`config.mk`:
```
export PLATFORM = sky130hd
export DESIGN_NAME = riscv_data_axi_lite_bridge
export DESIGN_NICKNAME = d
export VERILOG_FILES = /design/src/rtl/riscv_data_axi_lite_bridge.sv
export SDC_FILE = /design/constraint.sdc
export NUM_CORES = 1
export LEC_CHECK = 0
export ABC_AREA = 0
export BUFFER_PORTS_ARGS = -buffer_cell sky130_fd_sc_hd__buf_2
export CAP_MARGIN = 20
export CORE_ASPECT_RATIO = 0.8
export CORE_MARGIN = 4
export CORE_UTILIZATION = 47
export CTS_CLUSTER_DIAMETER = 40
export CTS_CLUSTER_SIZE = 30
export DETAILED_ROUTE_END_ITERATION = 10
export PLACE_DENSITY = 0.85
export SYNTH_ARGS = -nofsm -noshare
export SYNTH_HDL_FRONTEND = slang
export SYNTH_SLANG_ARGS = --single-unit
```
`constraint.sdc`:
```
create_clock -name clk_i -period 4.9 [get_ports clk_i]
set_input_delay 0.735 -clock clk_i [delete_from_list [all_inputs] [get_ports clk_i]]
set_output_delay 0.735 -clock clk_i [all_outputs]
set_load 0.01 [all_outputs]
```
`src/rtl/riscv_data_axi_lite_bridge.sv`:
```
// Single-outstanding bridge from the core's req/gnt/rvalid data port to an AXI4-Lite master.
// One transaction in flight; the response comes back as a registered one-cycle rvalid_o pulse.
module riscv_data_axi_lite_bridge #(
  parameter int ADDR_WIDTH = 34,
  parameter int DATA_WIDTH = 32
) (
  input  logic                    clk_i,
  input  logic                    rst_ni,
  input  logic                    req_i,
  output logic                    gnt_o,
  input  logic [ADDR_WIDTH-1:0]   addr_i,
  input  logic                    we_i,
  input  logic [DATA_WIDTH/8-1:0] be_i,
  input  logic [DATA_WIDTH-1:0]   wdata_i,
  output logic                    rvalid_o,
  output logic [DATA_WIDTH-1:0]   rdata_o,
  output logic                    err_o,
  output logic [ADDR_WIDTH-1:0]   awaddr_o,
  output logic [2:0]              awprot_o,
  output logic                    awvalid_o,
  input  logic                    awready_i,
  output logic [DATA_WIDTH-1:0]   wdata_o,
  output logic [DATA_WIDTH/8-1:0] wstrb_o,
  output logic                    wvalid_o,
  input  logic                    wready_i,
  input  logic [1:0]              bresp_i,
  input  logic                    bvalid_i,
  output logic                    bready_o,
  output logic [ADDR_WIDTH-1:0]   araddr_o,
  output logic [2:0]              arprot_o,
  output logic                    arvalid_o,
  input  logic                    arready_i,
  input  logic [DATA_WIDTH-1:0]   rdata_i,
  input  logic [1:0]              rresp_i,
  input  logic                    rvalid_i,
  output logic                    rready_o
);
  localparam int STRB_WIDTH = DATA_WIDTH/8;

  localparam logic [2:0] IDLE    = 3'd0;
  localparam logic [2:0] WR_REQ  = 3'd1;
  localparam logic [2:0] WR_RESP = 3'd2;
  localparam logic [2:0] RD_REQ  = 3'd3;
  localparam logic [2:0] RD_RESP = 3'd4;

  logic [2:0]            state;
  logic                  aw_pend, w_pend;
  logic                  aw_left, w_left;
  logic [ADDR_WIDTH-1:0] addr_q;
  logic [DATA_WIDTH-1:0] wdata_q;
  logic [STRB_WIDTH-1:0] be_q;
  logic                  rsp_vld, rsp_err;
  logic [DATA_WIDTH-1:0] rsp_data;

  // rst_ni term keeps gnt_o low while reset holds the FSM in IDLE
  assign gnt_o   = req_i && rst_ni && (state == IDLE);
  assign aw_left = aw_pend && !awready_i;
  assign w_left  = w_pend && !wready_i;

  always_ff @(posedge clk_i or negedge rst_ni) begin
    if (!rst_ni) begin
      state    <= IDLE;
      aw_pend  <= 1'b0;
      w_pend   <= 1'b0;
      addr_q   <= '0;
      wdata_q  <= '0;
      be_q     <= '0;
      rsp_vld  <= 1'b0;
      rsp_err  <= 1'b0;
      rsp_data <= '0;
    end else begin
      rsp_vld <= 1'b0;
      case (state)
        IDLE: if (gnt_o) begin
          addr_q  <= addr_i;
          be_q    <= be_i;
          wdata_q <= wdata_i;
          if (we_i) begin
            state   <= WR_REQ;
            aw_pend <= 1'b1;
            w_pend  <= 1'b1;
          end else begin
            state <= RD_REQ;
          end
        end
        WR_REQ: begin
          aw_pend <= aw_left;
          w_pend  <= w_left;
          if (!aw_left && !w_left) state <= WR_RESP;
        end
        WR_RESP: if (bvalid_i) begin
          rsp_vld  <= 1'b1;
          rsp_err  <= bresp_i[1];
          rsp_data <= '0;
          state    <= IDLE;
        end
        RD_REQ: if (arready_i) state <= RD_RESP;
        RD_RESP: if (rvalid_i) begin
          rsp_vld  <= 1'b1;
          rsp_err  <= rresp_i[1];
          rsp_data <= rdata_i;
          state    <= IDLE;
        end
        default: state <= IDLE;
      endcase
    end
  end

  assign awaddr_o  = addr_q;
  assign araddr_o  = addr_q;
  assign wdata_o   = wdata_q;
  assign wstrb_o   = be_q;
  assign awprot_o  = 3'b000;
  assign arprot_o  = 3'b000;
  assign awvalid_o = aw_pend;
  assign wvalid_o  = w_pend;
  assign arvalid_o = (state == RD_REQ);
  assign bready_o  = (state == WR_RESP);
  assign rready_o  = (state == RD_RESP);
  assign rvalid_o  = rsp_vld;
  assign err_o     = rsp_err;
  assign rdata_o   = rsp_data;
endmodule

```
== Word level (Yosys, flattened, before mapping) ==
Cells that the tools add are included.
W data, S select, Z words.

* Flip-flop bits (word level): 109
* Output and inout port bits: 150
* Logic and storage cells: 55
* Input port bits: 115

* Muxes and demuxes: 20
* Reduce and logical (&&, ||, !) cells: 16
* Equality and inequality tests: 10

{| class="wikitable"
|+ Operators with widths
! cell !! number
|-
| $mux W32 || 2
|-
| $pmux W32 S2 || 1
|-
| $mux W3 || 5
|-
| $pmux W3 S5 || 1
|-
| $ne A2 B2 Y1 const B || 5
|-
| $pmux W1 S2 || 4
|-
| $eq A3 B2 Y1 const B || 2
|-
| $mux W1 || 6
|-
| $reduce_and A3 Y1 || 2
|-
| $logic_and A1 B1 Y1 || 5
|-
| $reduce_and A5 Y1 || 1
|-
| $logic_not A1 Y1 || 4
|-
| $reduce_bool A2 Y1 || 2
|-
| $eq A3 B1 Y1 const B || 1
|-
| $eq A3 B3 Y1 const B || 1
|-
| $logic_not A3 Y1 || 1
|-
| $mux W2 || 1
|-
| $ne A2 B1 Y1 const B || 1
|-
| $reduce_and A2 Y1 || 1
|}

== Longest topological paths before layout ==
* Depth after elaboration: 6
* Gate-level depth with buffers: 6
* Mapped depth without buffers: 4

== Worst setup path after synthesis ==
Ideal clock, no wire load.

* Kind: in2out
* From: in req_i
* To: out gnt_o
* Path buffers: 1
* Path slack: 2.666 ns
* Stages: 3
* Required time: 4.165 ns
* Data arrival time: 1.499 ns
* Cell sequence: nand2_1 nor4_4 buf_6

* Word-level cells in the longest chain between the ends: 2

{| class="wikitable"
|+ Ends and longest elaborated chain
! item !! line !! text
|-
| from (decl) || 9 || <nowiki>input logic req_i,</nowiki>
|-
| $logic_and A1 B1 Y1 (2 in a row) || 56 || <nowiki>assign gnt_o = req_i && rst_ni && (state == IDLE);</nowiki>
|-
| to (decl) || 10 || <nowiki>output logic gnt_o,</nowiki>
|}

Every way passes these cells.

== Worst setup path in the final report ==
* From: in rst_ni
* To: out gnt_o

* Word-level cells in the longest chain between the ends: 2

{| class="wikitable"
|+ Ends and longest elaborated chain
! item !! line !! text
|-
| from (decl) || 8 || <nowiki>input logic rst_ni,</nowiki>
|-
| $logic_and A1 B1 Y1 (2 in a row) || 56 ||
|}

Every way passes these cells.

==> summary.txt <==
Layout
  – Most frequent cells in the layout: 255 x buf_2, 109 x dfrtp_1, 60 x mux2_2, 32 x a22o_1, 10 x mux2_4
  – Area occupied by multi-input gates: roughly 1400 sq um
  – Number of fill cells in the layout: 694
  – Area growth syn-to-layout: 30.9%
  – Share of cells above drive strength 1: 0.655
  – Antenna Cells: 0
  – Final cell count without fillers: roughly 650
  – Final #Nets: 641
  – Commonest non-fill, non-tap cell in the layout: buf_2
  – Final Instance Area: between 5000 and 6000 sq um
  – Reg area: roughly 2700 sq um

Setup path
  – CP Launch Type: input port
  – Worst endpoint required time: approximately 4.2 ns
  – WS Path Type: input port to output port
  – Crit end category: output port
  – CP arrival: 2.07 ns
  – CP Max Fanout: 38

Place
  – Dpl hpwl: a little over 8 mm
  – Cell Area, Placed: between 5000 and 6000 sq um
  – Routability cong.: about 0.76
  – Port bufs: roughly 260
  – DP Worst Slack: roughly 2.0 ns
  – Dpl cells: 629

Synthesis
  – Avg Cell Area, Syn: ~15 sq um
  – Yosys warning count: 0
  – FF+latch count, synth: roughly 110
  – Seq/Total Area, Yosys: 0.605
  – Post-Syn Area: ~4500 sq um
  – Mapped Cells: 306
  – Distinct cells, synth: 27

Power and ir drop
  – Pwr Density: ~660 nW/um^2
  – Max VDD drop: ~0.34 mV
  – Leak: about 3.1 nW

Floorplanning
  – Total core area: between 9000 and 10000 sq um
  – Rows: 31
  – DIE WIDTH: 118 um
  – IO Pins: 265
  – Initial Util: 0.491
  – Die H: about 96 um
  – Die area: around 11000 sq um

Clock tree
  – Clk sinks: roughly 110
  – Num CTS Buffers: 9
  – Clk slew on worst S/H paths: 0.07 ns
  – Setup Fix Bufs, Post-CTS: 0
  – Clock tree buffer depth: 2
  – Clock latency on the worst-skew pair: 0.33 ns
  – H-tree levels: 3
  – CTS resizes: 0
  – Clk root buf: clkbuf_16
  – CTS tree: done
  – Cts-stage hold buffer count: 0

Route
  – Via count: approximately 3.2k
  – Vias/cell: ~4.9
  – DR DRC count: 0
  – Post-Route WL: approximately 11 mm
  – Avg WL per Cell: ~16 um
  – Drt pass-1 iters: 4
  – DRT iter0 DRCs: between 150 and 200
  – DRT antenna net count: 0

Global routing
  – Vias in the first global route: approximately 3.2k
  – First-pass GRT wire length: between 15 and 20 mm
  – GRT Resource Usage Total: 0.183
  – Largest net degree at the start of global routing: 76
  – Congestion Overflow GR: 0
  – Antenna violations before repair: 0

Flow run
  – MaxCap Viol Count: 0

Timing
  – Fin worst setup slack: 2.09 ns
  – Setup-failing EPs final: 0
  – Clock Skew: 0.00484 ns
  – Slew HR: 0.388
  – RSZ-0062 raised after global routing: false
  – Final slew viol count: 0
  – Fin crit period: about 2.8 ns
  – Crit share post-route: 0.573
  – Hold Vio Cnt, Final: 0
  – Fmax: around 0.36 GHz
  – Slew @ Worst Pin: 0.917 ns
  – Worst hold slack: 0.342 ns
  – Sum of negative setup slack: 0 ns

Outcome
  – Outcome: complete, no violations

Worst hold path
  – Min-Delay Path Class: input port to async pin
[worst paths after layout]
check | from | endpoint | slack, ns | cells past startpoint
worst max-delay path | rst_ni | gnt_o | 2.09 | 4
worst min register to register | wdata_o[14] | wdata_o[14] | 0.50 | 1
max in group asynchronous | rst_ni | wdata_o[14] | 3.27 | 2
min in group clk_i | wdata_o[14] | wdata_o[14] | 0.50 | 1
worst max register to register | state[0] | araddr_o[28] | 2.82 | 3
worst min-delay path | rst_ni | wdata_o[8] | 0.34 | 1
[flip-flops by register name (all words and copies together), names as in the netlist]
register	flops
err_o	1
wstrb_o	4
rdata_o	32
araddr_o	34
wvalid_o	1
awvalid_o	1
state	3
rvalid_o	1
wdata_o	32
[report_power, final]
part	internal [W]	leakage, nW	switching [W]
clock	0.000424	0.148	0.000312
sequential	0.00130	1.35	0.000250
combinational	0.000806	1.64	0.000774
total	0.00253	3.14	0.00134
[layer usage]
metal  routed length, um  vias to the layer above  track usage
li1                    -                     1471            -
met1                3930                     1558        0.199
met2                5680                      142        0.344
met3                 834                        8       0.0670
met4                  86                        0       0.0468
met5                   0                        -            0
[critical path, stage by stage]
cell and delay, ns:
buf_4 0.37, nand2_1 0.19, nor4_4 0.50, buf_2 0.25
[cell type report]
cell class / count / area share
flip-flops and latches: 109 / 0.462
multi-input cells: 143 / 0.231
repair buffers: 260 / 0.228
clock buffers: 11 / 0.0428
well taps: 115 / 0.0244
clock inverters: 5 / 0.00996
inverters: 3 / 0.00191
[synthesized netlist by cell type]
| cell | n | area share |
|---|---|---|
| and2_1 | 2 | 0.0028 |
| mux2_1 | 1 | 0.0025 |
| buf_2 | 4 | 0.0044 |
| a41oi_1 | 2 | 0.0039 |
| and3_1 | 1 | 0.0014 |
| o2bb2ai_1 | 1 | 0.0019 |
| mux2_2 | 60 | 0.15 |
| mux2i_1 | 1 | 0.0022 |
| nor2b_1 | 3 | 0.0042 |
| nand3b_1 | 2 | 0.0033 |
| a22o_1 | 32 | 0.062 |
| nor4_4 | 1 | 0.0047 |
| a21boi_0 | 1 | 0.0017 |
| o21ai_0 | 3 | 0.0033 |
| nor2_1 | 3 | 0.0025 |
| buf_4 | 40 | 0.067 |
| and3b_1 | 2 | 0.0039 |
| buf_6 | 8 | 0.020 |
| inv_1 | 3 | 0.0025 |
| o21ai_2 | 1 | 0.0019 |
| dfrtp_1 | 109 | 0.60 |
| o211ai_1 | 2 | 0.0033 |
| nand2_1 | 8 | 0.0067 |
| conb_1 | 1 | 0.00083 |
| o2111ai_1 | 1 | 0.0019 |
| clkbuf_1 | 4 | 0.0033 |
| mux2_4 | 10 | 0.033 |
[kinds of logic (layout without fill, tap and decap cells)]
family,count (synthesis),count (layout),synth area share
buffers and inverters,59,279,0.0968
DFF,109,109,0.605
AOI/OAI and AO/OA,43,43,0.0802
other,1,6,0.000832
muxes,72,72,0.188
and+or+nand+nor,22,22,0.0294
[per-stage QoR]
step	utilization	power (W)
after floorplan	-	0.00264
after global placement	0.605	0.00310
after detailed placement	0.605	0.00317
after CTS	0.639	0.00392
after global routing	0.642	0.00412
final	0.642	0.00387
Note: power is estimated with default switching activity, not from simulation.
